===== src/rtl/lsu_pkg.sv =====
// Shared types and constants for the load/store controller: op encodings,
// controller states, byte-enable lane patterns and the alignment rule.
package lsu_pkg;

  typedef enum logic [1:0] {
    OP_LWZ = 2'b00,
    OP_LHZ = 2'b01,
    OP_LBZ = 2'b10,
    OP_STW = 2'b11
  } op_e;

  typedef enum logic [1:0] {
    IDLE = 2'b00,
    RF   = 2'b01,
    MEM  = 2'b10,
    RESP = 2'b11
  } state_e;

  localparam logic [3:0] BE_NONE = 4'b0000;
  localparam logic [3:0] BE_BYTE = 4'b0001;
  localparam logic [3:0] BE_HALF = 4'b0011;
  localparam logic [3:0] BE_WORD = 4'b1111;

  function automatic logic misaligned(input op_e op, input logic [1:0] ea_lo);
    logic bad;
    bad = 1'b0;
    case (op)
      OP_LWZ, OP_STW: bad = (ea_lo != 2'b00);
      OP_LHZ:         bad = ea_lo[0];
      default:        bad = 1'b0;
    endcase
    return bad;
  endfunction

endpackage


===== src/rtl/lsu_align.sv =====
// Lane steering: byte enables from op and EA[1:0], and zero-extended load
// data extracted from the little-endian memory word. Purely combinational.
module lsu_align
  import lsu_pkg::*;
(
  input  op_e         op,
  input  logic [1:0]  ea_lo,
  input  logic [31:0] rdata,
  output logic [3:0]  be,
  output logic [31:0] ldata
);

  always_comb begin
    be    = BE_NONE;
    ldata = '0;
    case (op)
      OP_LWZ: begin
        be    = BE_WORD;
        ldata = rdata;
      end
      OP_LHZ: begin
        be    = BE_HALF << ea_lo;
        ldata = 32'(16'(rdata >> {ea_lo, 3'b000}));
      end
      OP_LBZ: begin
        be    = BE_BYTE << ea_lo;
        ldata = 32'(8'(rdata >> {ea_lo, 3'b000}));
      end
      default: begin
        be    = BE_WORD;
        ldata = '0;
      end
    endcase
  end

endmodule


===== src/rtl/lsu_ctrl.sv =====
// Sequences one D-form load/store: RF read, EA + alignment check, memory
// req/ack with timeout, then load writeback; outputs decode from state only.
module lsu_ctrl
  import lsu_pkg::*;
#(
  parameter int ADDR_W  = 32,
  parameter int TIMEOUT = 15
) (
  input  logic              clk,
  input  logic              reset,
  input  logic              issue_valid,
  output logic              issue_ready,
  input  logic [1:0]        issue_op,
  input  logic [4:0]        issue_ra,
  input  logic [4:0]        issue_rt,
  input  logic [15:0]       issue_d,
  output logic [4:0]        rf_raddr_a,
  output logic [4:0]        rf_raddr_b,
  input  logic [31:0]       rf_rdata_a,
  input  logic [31:0]       rf_rdata_b,
  output logic              rf_we,
  output logic [4:0]        rf_waddr,
  output logic [31:0]       rf_wdata,
  output logic              mem_req,
  output logic              mem_we,
  output logic [ADDR_W-1:0] mem_addr,
  output logic [3:0]        mem_be,
  output logic [31:0]       mem_wdata,
  input  logic              mem_ack,
  input  logic [31:0]       mem_rdata,
  output logic              done,
  output logic              err
);

  localparam logic [7:0] TIMEOUT_CNT = 8'(TIMEOUT);

  state_e      state_q, state_d;
  op_e         op_q, op_d;
  logic [4:0]  ra_q, ra_d;
  logic [4:0]  rt_q, rt_d;
  logic [15:0] d_q, d_d;
  logic [31:0] ea_q, ea_d;
  logic [31:0] sdata_q, sdata_d;
  logic [31:0] ldata_q, ldata_d;
  logic [7:0]  cnt_q, cnt_d;
  logic        err_q, err_d;

  logic [3:0]  align_be;
  logic [31:0] align_ldata;

  lsu_align u_align (
    .op    (op_q),
    .ea_lo (ea_q[1:0]),
    .rdata (mem_rdata),
    .be    (align_be),
    .ldata (align_ldata)
  );

  always_comb begin
    state_d = state_q;
    op_d    = op_q;
    ra_d    = ra_q;
    rt_d    = rt_q;
    d_d     = d_q;
    ea_d    = ea_q;
    sdata_d = sdata_q;
    ldata_d = ldata_q;
    cnt_d   = cnt_q;
    err_d   = err_q;

    issue_ready = (state_q == IDLE);
    rf_raddr_a  = (state_q == RF) ? ra_q : 5'd0;
    rf_raddr_b  = (state_q == RF) ? rt_q : 5'd0;
    mem_req     = (state_q == MEM);
    mem_we      = (state_q == MEM) && (op_q == OP_STW);
    mem_addr    = (state_q == MEM) ? ea_q[ADDR_W-1:0] : '0;
    mem_be      = (state_q == MEM) ? align_be : BE_NONE;
    mem_wdata   = ((state_q == MEM) && (op_q == OP_STW)) ? sdata_q : 32'd0;
    done        = (state_q == RESP);
    err         = (state_q == RESP) && err_q;
    rf_we       = (state_q == RESP) && !err_q && (op_q != OP_STW);
    rf_waddr    = rf_we ? rt_q : 5'd0;
    rf_wdata    = rf_we ? ldata_q : 32'd0;

    case (state_q)
      IDLE: begin
        if (issue_valid) begin
          op_d    = op_e'(issue_op);
          ra_d    = issue_ra;
          rt_d    = issue_rt;
          d_d     = issue_d;
          state_d = RF;
        end
      end
      RF: begin
        // r0 as a base reads as zero; as a load target it is a real register
        ea_d    = ((ra_q == 5'd0) ? 32'd0 : rf_rdata_a) + {{16{d_q[15]}}, d_q};
        sdata_d = rf_rdata_b;
        cnt_d   = 8'd0;
        if (misaligned(op_q, ea_d[1:0])) begin
          err_d   = 1'b1;
          state_d = RESP;
        end else begin
          err_d   = 1'b0;
          state_d = MEM;
        end
      end
      MEM: begin
        // ack is checked first so an ack on the final allowed cycle succeeds
        if (mem_ack) begin
          ldata_d = align_ldata;
          state_d = RESP;
        end else begin
          cnt_d = cnt_q + 8'd1;
          if (cnt_d == TIMEOUT_CNT) begin
            err_d   = 1'b1;
            state_d = RESP;
          end
        end
      end
      default: state_d = IDLE;
    endcase
  end

  always_ff @(posedge clk) begin
    if (!reset) begin
      state_q <= IDLE;
      op_q    <= OP_LWZ;
      ra_q    <= '0;
      rt_q    <= '0;
      d_q     <= '0;
      ea_q    <= '0;
      sdata_q <= '0;
      ldata_q <= '0;
      cnt_q   <= '0;
      err_q   <= 1'b0;
    end else begin
      state_q <= state_d;
      op_q    <= op_d;
      ra_q    <= ra_d;
      rt_q    <= rt_d;
      d_q     <= d_d;
      ea_q    <= ea_d;
      sdata_q <= sdata_d;
      ldata_q <= ldata_d;
      cnt_q   <= cnt_d;
      err_q   <= err_d;
    end
  end

endmodule


===== config.mk =====
export PLATFORM = sky130hd
export DESIGN_NAME = lsu_ctrl
export DESIGN_NICKNAME = d
export VERILOG_FILES = /design/src/rtl/lsu_pkg.sv /design/src/rtl/lsu_align.sv /design/src/rtl/lsu_ctrl.sv
export SDC_FILE = /design/constraint.sdc
export NUM_CORES = 1
export LEC_CHECK = 0
export ABC_AREA = 1
export CAP_MARGIN = 20
export CORE_ASPECT_RATIO = 1.5
export CORE_MARGIN = 3
export CORE_UTILIZATION = 40
export CTS_BUF_LIST = sky130_fd_sc_hd__clkbuf_2
export DETAILED_ROUTE_END_ITERATION = 6
export GPL_TIMING_DRIVEN = 0
export PLACE_DENSITY_LB_ADDON = 0.05
export SYNTH_ARGS = -nofsm -noshare
export SYNTH_HDL_FRONTEND = slang
export SYNTH_SLANG_ARGS = --single-unit

===== constraint.sdc =====
create_clock -name clk -period 7.5 [get_ports clk]
set_input_delay 0.75 -clock clk [delete_from_list [all_inputs] [get_ports clk]]
set_output_delay 0.75 -clock clk [all_outputs]
set_load 0.02 [all_outputs]

==> out/qor.csv, run 1 <==
stage,metric,value,unit
global_routing,antenna_found_initial,1,
route,dr.pass1.iters,5,
synth,netlist_top_cells_area,"dfxtp_1, nand2_1, inv_1",
setup_path,r2r_setup_slack,4260,ps
floorplanning,ioPinCount,249,
finish,drive_gt1_frac,0.0278,
setup_path,worstPathMaxFanout,10,
pwr,p_leak,6.11,nW
clocking,cts_resized,0,
timing,period_share,0.555,
global_routing,grtUsageMet3,0.0341,
setup_path,start_kind,register,
floorplanning,dieWidth,130,um
global_routing,grt_pass1_wl,48900,um
setup_path,path_common_cell,clkbuf_1,
global_routing,grt.busiest_layer,met2,
clocking,cts_made_buffers,17,
floorplanning,initial_utilization,0.409,
pwr,p_per_area,281,nW/um^2
setup_path,worst-setup-path-type,register to primary output,
floorplanning,core_area,22500,sq um
timing,finalMaxSlewViolations,0,
route,ant_nets,0,
finish,synthToLayoutAreaGrowth,33.5,%
timing,finalHoldViolCount,0,
synth,synth_largest_area_cell,dfxtp_1,
hold_path,hp-start,sdata_q[25],
route,vias,10300,
clocking,post_cts_buffers,0,
setup_path,cpLargestDelayFamily,buffers and inverters,
timing,skew,34.6,ps
synth,synth-async-reset-ratio,0,
timing,setup_viol,0,
clocking,htree_levels,4,
route,wl_per_cell,14.7,um
synth,synthMostInstantiatedCell,nand2_1,
setup_path,end_kind,primary output,
hold_path,min_path_cells,2,
global_routing,grt_max_degree,18,
setup_path,cp.arrival,3410,ps
floorplanning,design.die.area,24800,sq um
setup_path,crit_chain,"inv_1, ha_1, clkbuf_1, nand2_1, clkbuf_1, nor2_1, clkdlybuf4s50_1",
setup_path,required,6750,ps
setup_path,rr_worst_depth,19,
timing,tightestPinTransition,743,ps
route,first_iter_violations,449,
placement,dp_slack,4130,ps
global_routing,grt_pass1_vias,9789,
floorplanning,rows,67,
timing,slew_headroom,0.504,
clocking,cts_root_buf,clkbuf_2,
run,cap_violations,0,
setup_path,rr_endpoint,ea_q[30],
setup_path,r2r-start,ra_q[1],
timing,setup_ws,3340,ps
pwr,ir_worst_vdd,0.127,mV
clocking,ctsHoldBuffers,0,
clocking,tritoncts,done,
synth,synth_ff_type,dfxtp_1,
setup_path,cp_slowest_cell,clkdlybuf4s50_1,
clocking,cts_sinks,135,
route,totalWireLength,31700,um
placement,gp_congestion,0.955,
route,drc_errors,0,
synth,netlist-cell-type-count,31,
synth,yosysTopAreaCellShare,0.294,
floorplanning,die_y,192,um
clocking,clk_latency,750,ps
timing,rsz0062_at_grt,no,
finish,nNetsFinal,2028,
setup_path,max_stage_delay,680,ps
setup_path,crit_buf_inv,4,
synth,synth_cells,1590,
synth,syn_area_per_cell,5.77,sq um
hold_path,hold_path.class,register to register,
global_routing,grtUsageTotal,0.252,
hold_path,worst_hold_path.endpoint,sdata_q[25],
synth,ys_seq_area_frac,0.294,
timing,min_period,4160,ps
global_routing,grt_util_met1,0.259,
timing,final.setup.tns,0,ps
synth,synth-edff-count,0,
global_routing,met2_usage,0.488,
global_routing,gr-total-overflow,0,
placement,port_buffers,248,
synth,syn_nets,1761,
route,viasPerCell,4.79,
synth,ys_ff_latch,135,
run_status,outcome,"finished, final reports clean",
synth,netlist_area,9180,sq um
clocking,cts_buffer_depth,2,
synth,ys_top_cells_by_count,"nand2_1, inv_1, nor2_1",
placement,place_hpwl,25700,um
clocking,path_clk_slew,200,ps
synth,ys_warn_count,0,
timing,fmax,0.240,GHz
## state kept, by name, summed over array words and instances (netlist names)
name	cells
ea_q	32
ldata_q	32
sdata_q	32
d_q	16
cnt_q	8
ra_q	5
rt_q	5
op_q	2
state_q	2
err_q	1
## kinds of logic after synthesis
| kind of cell | Yosys count | share of synthesized area |
|---|---|---|
| AOI/OAI and AO/OA | 274 | 0.155 |
| xor gates and xnor gates | 17 | 0.0162 |
| buffers and inverters | 395 | 0.163 |
| DFF | 135 | 0.294 |
| adders and majority gates | 43 | 0.0594 |
| and+or+nand+nor | 726 | 0.312 |
## power by group
group / switching (mW) / leakage, nW / total (mW) / internal, mW
combinational: 1.28 / 4.86 / 1.96 / 0.678
sequential: 0.0996 / 1.11 / 1.02 / 0.921
clock: 0.287 / 0.144 / 0.470 / 0.184
total: 1.67 / 6.11 / 3.45 / 1.78
## how the worst max path moves through the flow
stage / end / startpoint / slack (ps) / cells after the start
2_1_floorplan: rf_wdata[10] / state_q[0] / 4770 / 6
3_3_place_gp: mem_wdata[22] / state_q[0] / 4140 / 7
3_5_place_dp: mem_wdata[22] / state_q[0] / 4130 / 7
4_1_cts: mem_wdata[22] / state_q[0] / 3230 / 7
5_1_grt: mem_wdata[24] / state_q[0] / 3100 / 7
6_report: mem_wdata[22] / state_q[0] / 3340 / 7
## placed cells by master, fill, tap and decap left out, types with 11 or more instances in the layout
master	count
dfxtp_1	135
buf_1	11
clkbuf_1	46
nand3_1	53
nand2_1	413
a211oi_1	16
xor2_1	15
nor2_1	235
ha_1	42
clkbuf_2	18
o21ai_1	13
clkdlybuf4s50_1	248
a21oi_1	113
o21ai_0	126
inv_1	326
## per-layer routing
| metal | part of all wire | vias up |
|---|---|---|
| li1 | - | 5354 |
| met1 | 0.37 | 4575 |
| met2 | 0.54 | 282 |
| met3 | 0.041 | 75 |
| met4 | 0.047 | 0 |
| met5 | 0 | - |
## stage by stage
step | power [mW] | util | hold slack [ps] | std cells | instance area (sq um)
6_report | 3.45 | 0.546 | 470 | 2148 | 12300
5_1_grt | 3.76 | 0.546 | 493 | 2148 | 12300
4_1_cts | 3.47 | 0.545 | 473 | 2146 | 12300
3_5_place_dp | 2.99 | 0.534 | 449 | 2114 | 12000
3_3_place_gp | 2.96 | 0.534 | 444 | 2114 | 12000
2_1_floorplan | 2.34 | - | 430 | 1590 | 9180
## cell type report
class	count	area [sq um]
clock buffer	18	90.1
multi-input combinational	1060	4980
inverter	328	1230
buffer	67	267
tap	276	345
sequential	135	2700
fill	2405	10200
antenna	2	5.00
timing repair buffer	248	2480
clock inverter	14	156
## worst register-to-register path: cells and delay by family (launching register included)
kind | cells | cell delay (ps)
and+or+nand+nor | 14 | 1670
DFF | 1 | 370
buffers and inverters | 3 | 490
adders and majority gates | 2 | 660
Note: power is estimated with default switching activity, not from simulation.
==> inputs of run 2 (changes only) <==
==> constraint.sdc (replaced) <==
create_clock -name clk -period 3.7 [get_ports clk]
set_input_delay 0.37 -clock clk [delete_from_list [all_inputs] [get_ports clk]]
set_output_delay 0.37 -clock clk [all_outputs]
set_load 0.02 [all_outputs]
==> out/qor.csv, run 2 (synthesis results as in run 1) <==
stage,metric,value,unit,change
clocking,htree_levels,4,,unchanged
clocking,clk_latency,750,ps,about the same
setup_path,start_kind,register,,
global_routing,grtUsageTotal,0.252,,unchanged
placement,place_hpwl,25700,um,unchanged
finish,drive_gt1_frac,0.0294,,+0.00160
finish,reg_top3,"ea_q: 32 flops, ldata_q: 32 flops, sdata_q: 32 flops",,
route,drc_errors,0,,unchanged
clocking,path_clk_slew,210,ps,about the same
setup_path,worst-setup-path-type,register to primary output,,
route,drt-met1-wl,11900,um,+0.41%
timing,period_share,0.932,,
route,totalWireLength,31600,um,-0.14%
timing,slew_headroom,0.502,,-0.00248
finish,nNetsFinal,2028,,unchanged
finish,fillers,2403,,-0.083%
placement,gp_congestion,0.955,,unchanged
setup_path,cp.arrival,3080,ps,-330 ps
global_routing,gr-total-overflow,0,,unchanged
route,dr.pass1.iters,5,,unchanged
pwr,ir_worst_vdd,0.257,mV,+100%
global_routing,grt_pass1_wl,48900,um,unchanged
pwr,p_per_area,570,nW/um^2,+100%
floorplanning,initial_utilization,0.409,,unchanged
finish,layout_common_cells,"nand2_1, inv_1, clkdlybuf4s50_1",,
hold_path,hold_path.class,input pin to register,,
route,wl_met2,17100,um,about the same
floorplanning,rows,67,,unchanged
finish,seq_area,2700,sq um,unchanged
setup_path,cp_slowest_cell,clkdlybuf4s50_1,,
timing,setup_viol,0,,unchanged
run,cap_violations,0,,unchanged
timing,tightestPinTransition,746,ps,+3.71 ps
global_routing,grt_pass1_vias,9789,,unchanged
route,ant_nets,0,,unchanged
route,viasPerCell,4.77,,-0.37%
floorplanning,die_y,192,um,unchanged
setup_path,worstPathMaxFanout,10,,unchanged
clocking,tritoncts,done,,
finish,synthToLayoutAreaGrowth,33.6,%,about the same
route,vias,10200,,-0.37%
pwr,power.total,6.99,mW,+100%
finish,layout_commonest_cell,nand2_1,,
timing,final.setup.tns,0,ps,unchanged
route,dr.max_layer_used,met4,,
route,met3RoutedLength,1240,um,-4.1%
setup_path,max_stage_delay,630,ps,-50 ps
global_routing,grt_max_degree,18,,unchanged
clocking,cts_made_buffers,17,,unchanged
global_routing,antenna_found_initial,1,,unchanged
route,wl_per_cell,14.7,um,-0.14%
setup_path,crit_chain,"inv_1, ha_1, clkbuf_2, nand2_1, clkbuf_1, nor2_1, clkdlybuf4s50_1",,
run_status,outcome,"finished, final reports clean",,
pwr,p_leak,6.12,nW,+0.16%
floorplanning,design.die.area,24800,sq um,unchanged
clocking,cts_sinks,135,,unchanged
placement,port_buffers,248,,unchanged
setup_path,required,3330,ps,-3420 ps
setup_path,end_kind,primary output,,
finish,multi_input_area,4980,sq um,+0.10%
floorplanning,dieWidth,130,um,unchanged
floorplanning,ioPinCount,249,,unchanged
timing,min_period,3450,ps,
timing,finalMaxSlewViolations,0,,unchanged
timing,skew,33.6,ps,-0.992 ps
timing,fmax,0.290,GHz,
timing,rsz0062_at_grt,no,,
floorplanning,core_area,22500,sq um,unchanged
clocking,cts_buffer_depth,2,,unchanged
timing,finalHoldViolCount,0,,unchanged
route,first_iter_violations,420,,-6.5%
clocking,cts_root_buf,clkbuf_2,,
[run 2: path summary, 6_finish.rpt]
check	start	end	slack (ps)	cells past startpoint
worst min-delay path	issue_d[4]	d_q[4]	220	3
worst min register to register	sdata_q[25]	sdata_q[25]	470	2
worst max register to register	ra_q[1]	ea_q[30]	450	19
worst max-delay path	state_q[0]	mem_wdata[12]	250	7
[run 2: power breakdown]
part           switching (mW)  internal (mW)  total (mW)
registers               0.202           1.87        2.07
clock network           0.579          0.372       0.951
logic                    2.60           1.38        3.97
total                    3.38           3.61        6.99
[run 2: repair_timing]
| action | in CTS | in global routing |
|---|---|---|
| hold buffers | 0 | 0 |
| setup endpoints to repair | 33 | 39 |
| gates resized for setup | 1 | 3 |
| setup buffers | 0 | 0 |
[run 2: layer usage]
metal | global-route usage | vias up
met3 | 0.0341 | 66
met2 | 0.488 | 270
met1 | 0.259 | 4558
met4 | 0.118 | 0
li1 | - | 5354
met5 | 0 | -
[run 2: critical path: cells and delay by family (launching register included)]
kind / cells / cell delay, ps
buffers and inverters: 4 / 1320
flip-flops: 1 / 370
AND/OR/NAND/NOR: 2 / 410
adder cells (fa/ha/maj): 1 / 250
[run 2: cell type report]
class / count / share of cell area
Buffer: 67 / 0.0219
Tap cell: 276 / 0.0282
Timing Repair Buffer: 248 / 0.202
Clock buffer: 18 / 0.00734
Sequential cell: 135 / 0.220
Multi-Input combinational cell: 1060 / 0.406
Inverter: 328 / 0.100
Antenna cell: 2 / 0.000408
Clock inverter: 14 / 0.0127
[run 2: stage by stage]
| stage | instances | hold slack [ps] | utilization | cell area, sq um | setup slack (ps) |
|---|---|---|---|---|---|
| final | 2148 | 215 | 0.546 | 12300 | 252 |
| after global routing | 2148 | 199 | 0.546 | 12300 | 2.90 |
| after floorplan | 1590 | 430 | - | 9180 | 1280 |
| after CTS | 2146 | 138 | 0.546 | 12300 | 42.1 |
| after global placement | 2114 | 444 | 0.534 | 12000 | 455 |
| after detailed placement | 2114 | 449 | 0.534 | 12000 | 450 |
==> inputs of run 3 (changes only) <==
--- a/config.mk
+++ b/config.mk
@@ -11,8 +11,9 @@
 export CORE_MARGIN = 3
 export CORE_UTILIZATION = 40
 export CTS_BUF_LIST = sky130_fd_sc_hd__clkbuf_2
+export CTS_CLUSTER_DIAMETER = 120
 export DETAILED_ROUTE_END_ITERATION = 6
-export GPL_TIMING_DRIVEN = 0
+export GPL_TIMING_DRIVEN = 1
 export PLACE_DENSITY_LB_ADDON = 0.05
 export SYNTH_ARGS = -nofsm -noshare
 export SYNTH_HDL_FRONTEND = slang
==> out/qor.csv, run 3 (synthesis results as in run 1) <==
stage,metric,value,unit,change
route,wl_per_cell,14.0,um,-5.2%
floorplanning,die_y,192,um,unchanged
pwr,ir_worst_vdd,0.332,mV,+29%
finish,drive_gt1_frac,0.0320,,+0.00254
finish,seq_area,2700,sq um,unchanged
finish,reg_top3,"ea_q: 32 flops, ldata_q: 32 flops, sdata_q: 32 flops",,
pwr,swShare,0.462,,-0.0211
floorplanning,ioPinCount,249,,unchanged
floorplanning,design.die.area,24800,sq um,unchanged
placement,gp_congestion,0.911,,-4.6%
global_routing,antenna_found_initial,1,,unchanged
hold_path,hold_path.class,input pin to register,,
finish,nNetsFinal,1973,,-2.7%
global_routing,grt_max_degree,69,,+51
clocking,ctsHoldBuffers,0,,unchanged
pwr,pwr-share-seq,0.298,,+0.002
setup_path,start_kind,register,,
floorplanning,core_area,22500,sq um,unchanged
global_routing,grtUsageTotal,0.234,,-0.0171
route,wl_met2,15900,um,-7.2%
placement,port_buffers,248,,unchanged
clocking,clk_latency,770,ps,+20 ps
clocking,cts_made_buffers,17,,unchanged
setup_path,worst-setup-path-type,register to primary output,,
route,drc_errors,0,,unchanged
floorplanning,dieWidth,130,um,unchanged
route,dr.pass1.iters,5,,unchanged
placement,place_hpwl,22200,um,-14%
setup_path,r2r_setup_slack,840,ps,+390 ps
route,viasPerCell,4.77,,about the same
route,met3RoutedLength,1110,um,-9.9%
timing,setup_viol,0,,unchanged
run_status,outcome,"finished, final reports clean",,
finish,synthToLayoutAreaGrowth,32.5,%,
clocking,cts_resized,0,,-1
global_routing,gr-total-overflow,0,,unchanged
setup_path,cp.arrival,3110,ps,+30 ps
global_routing,grt_pass1_vias,9386,,-4.1%
floorplanning,rows,67,,unchanged
clocking,cts_root_buf,clkbuf_2,,
setup_path,required,3330,ps,about the same
timing,tightestPinTransition,889,ps,+143 ps
clocking,cts_sinks,135,,unchanged
route,ant_nets,0,,unchanged
placement,dp_slack,803,ps,+353 ps
timing,slew_headroom,0.406,,-0.0954
finish,multi_input_area,4980,sq um,about the same
pwr,p_switching,3.26,mW,-3.7%
clocking,tritoncts,done,,
pwr,combPwrFrac,0.535,,-0.033
route,first_iter_violations,582,,+39%
route,drt-met1-wl,11300,um,-4.4%
timing,fmax,0.287,GHz,-1.0%
timing,finalMaxSlewViolations,0,,unchanged
clocking,post_cts_buffers,0,,unchanged
pwr,p_per_area,579,nW/um^2,+1.6%
timing,rsz0062_at_grt,no,,
timing,finalHoldViolCount,0,,unchanged
floorplanning,initial_utilization,0.409,,unchanged
route,totalWireLength,29200,um,-7.6%
setup_path,worstPathMaxFanout,35,,+25
finish,fillers,2431,,+1.2%
clocking,cts_buffer_depth,2,,unchanged
global_routing,grt_pass1_wl,46400,um,-5.1%
timing,min_period,3480,ps,+35.9 ps
timing,skew,42.2,ps,+8.59 ps
clocking,path_clk_slew,210,ps,about the same
timing,final.setup.tns,0,ps,unchanged
timing,period_share,0.941,,+0.00970
finish,layout_common_cells,"nand2_1, inv_1, clkdlybuf4s50_1",,
finish,layout_commonest_cell,nand2_1,,
setup_path,end_kind,primary output,,
route,vias,9981,,-2.6%
run,cap_violations,0,,unchanged
pwr,intPower,3.79,mW,+4.9%
timing,setup_ws,217,ps,-35.9 ps
pwr,pwr-share-clk,0.167,,+0.031
clocking,htree_levels,4,,unchanged
route,dr.max_layer_used,met4,,
pwr,p_leak,6.10,nW,-0.36%
==> run 3: changes by cell type in the layout (fill, tap and decap cells not counted), sizes merged <==
cell	delta
clkbuf	-47
buf	-8
bufinv	+3
clkinvlp	-2
clkdlybuf4s50	-1
diode	-1
==> run 3: critical path, stage by stage (launching register included) <==
cell and delay, ps:
dfxtp_1 380, inv_1 100, ha_1 270, buf_4 430, nand2_1 140, o21ai_0 340, clkdlybuf4s50_1 670
==> run 3: worst paths after layout <==
path / endpoint / cells after the start / startpoint
max: mem_be[3] / 6 / state_q[0]
min: d_q[4] / 3 / issue_d[4]
max reg2reg: ea_q[19] / 14 / ra_q[1]
min reg2reg: sdata_q[0] / 2 / sdata_q[0]
==> run 3: stage by stage <==
stage          area, sq um   util  hold slack [ps]  cells  power (mW)
3_3_place_gp         11800  0.526              443   2057        5.85
6_report             12200  0.541              205   2092        7.05
4_1_cts              12200  0.541              144   2090        7.11
3_5_place_dp         11800  0.527              447   2058        5.92
5_1_grt              12200  0.541              159   2092        7.73
2_1_floorplan         9180      -              430   1590        4.75
==> run 3: power groups by stage <==
stage                     logic, mW  clock network, mW  registers, mW
after floorplan                2.70                  0           2.05
after global placement         3.72                  0           2.13
after detailed placement       3.78                  0           2.13
after CTS                      3.80               1.21           2.10
after global routing           4.32               1.26           2.15
final                          3.77               1.17           2.10
==> run 3: layout make-up <==
class	count	area share
Tap cell	276	0.0284
Inverter	328	0.101
Timing Repair Buffer	260	0.212
Clock buffer	17	0.00700
Antenna cell	1	0.000206
Clock inverter	15	0.0190
Multi-Input combinational cell	1060	0.410
Sequential cell	135	0.222
==> run 3: routing by layer <==
metal | GRT usage | vias to the layer above
li1 | - | 5253
met1 | 0.256 | 4452
met2 | 0.449 | 231
met3 | 0.0344 | 45
met4 | 0.0840 | 0
met5 | 0 | -
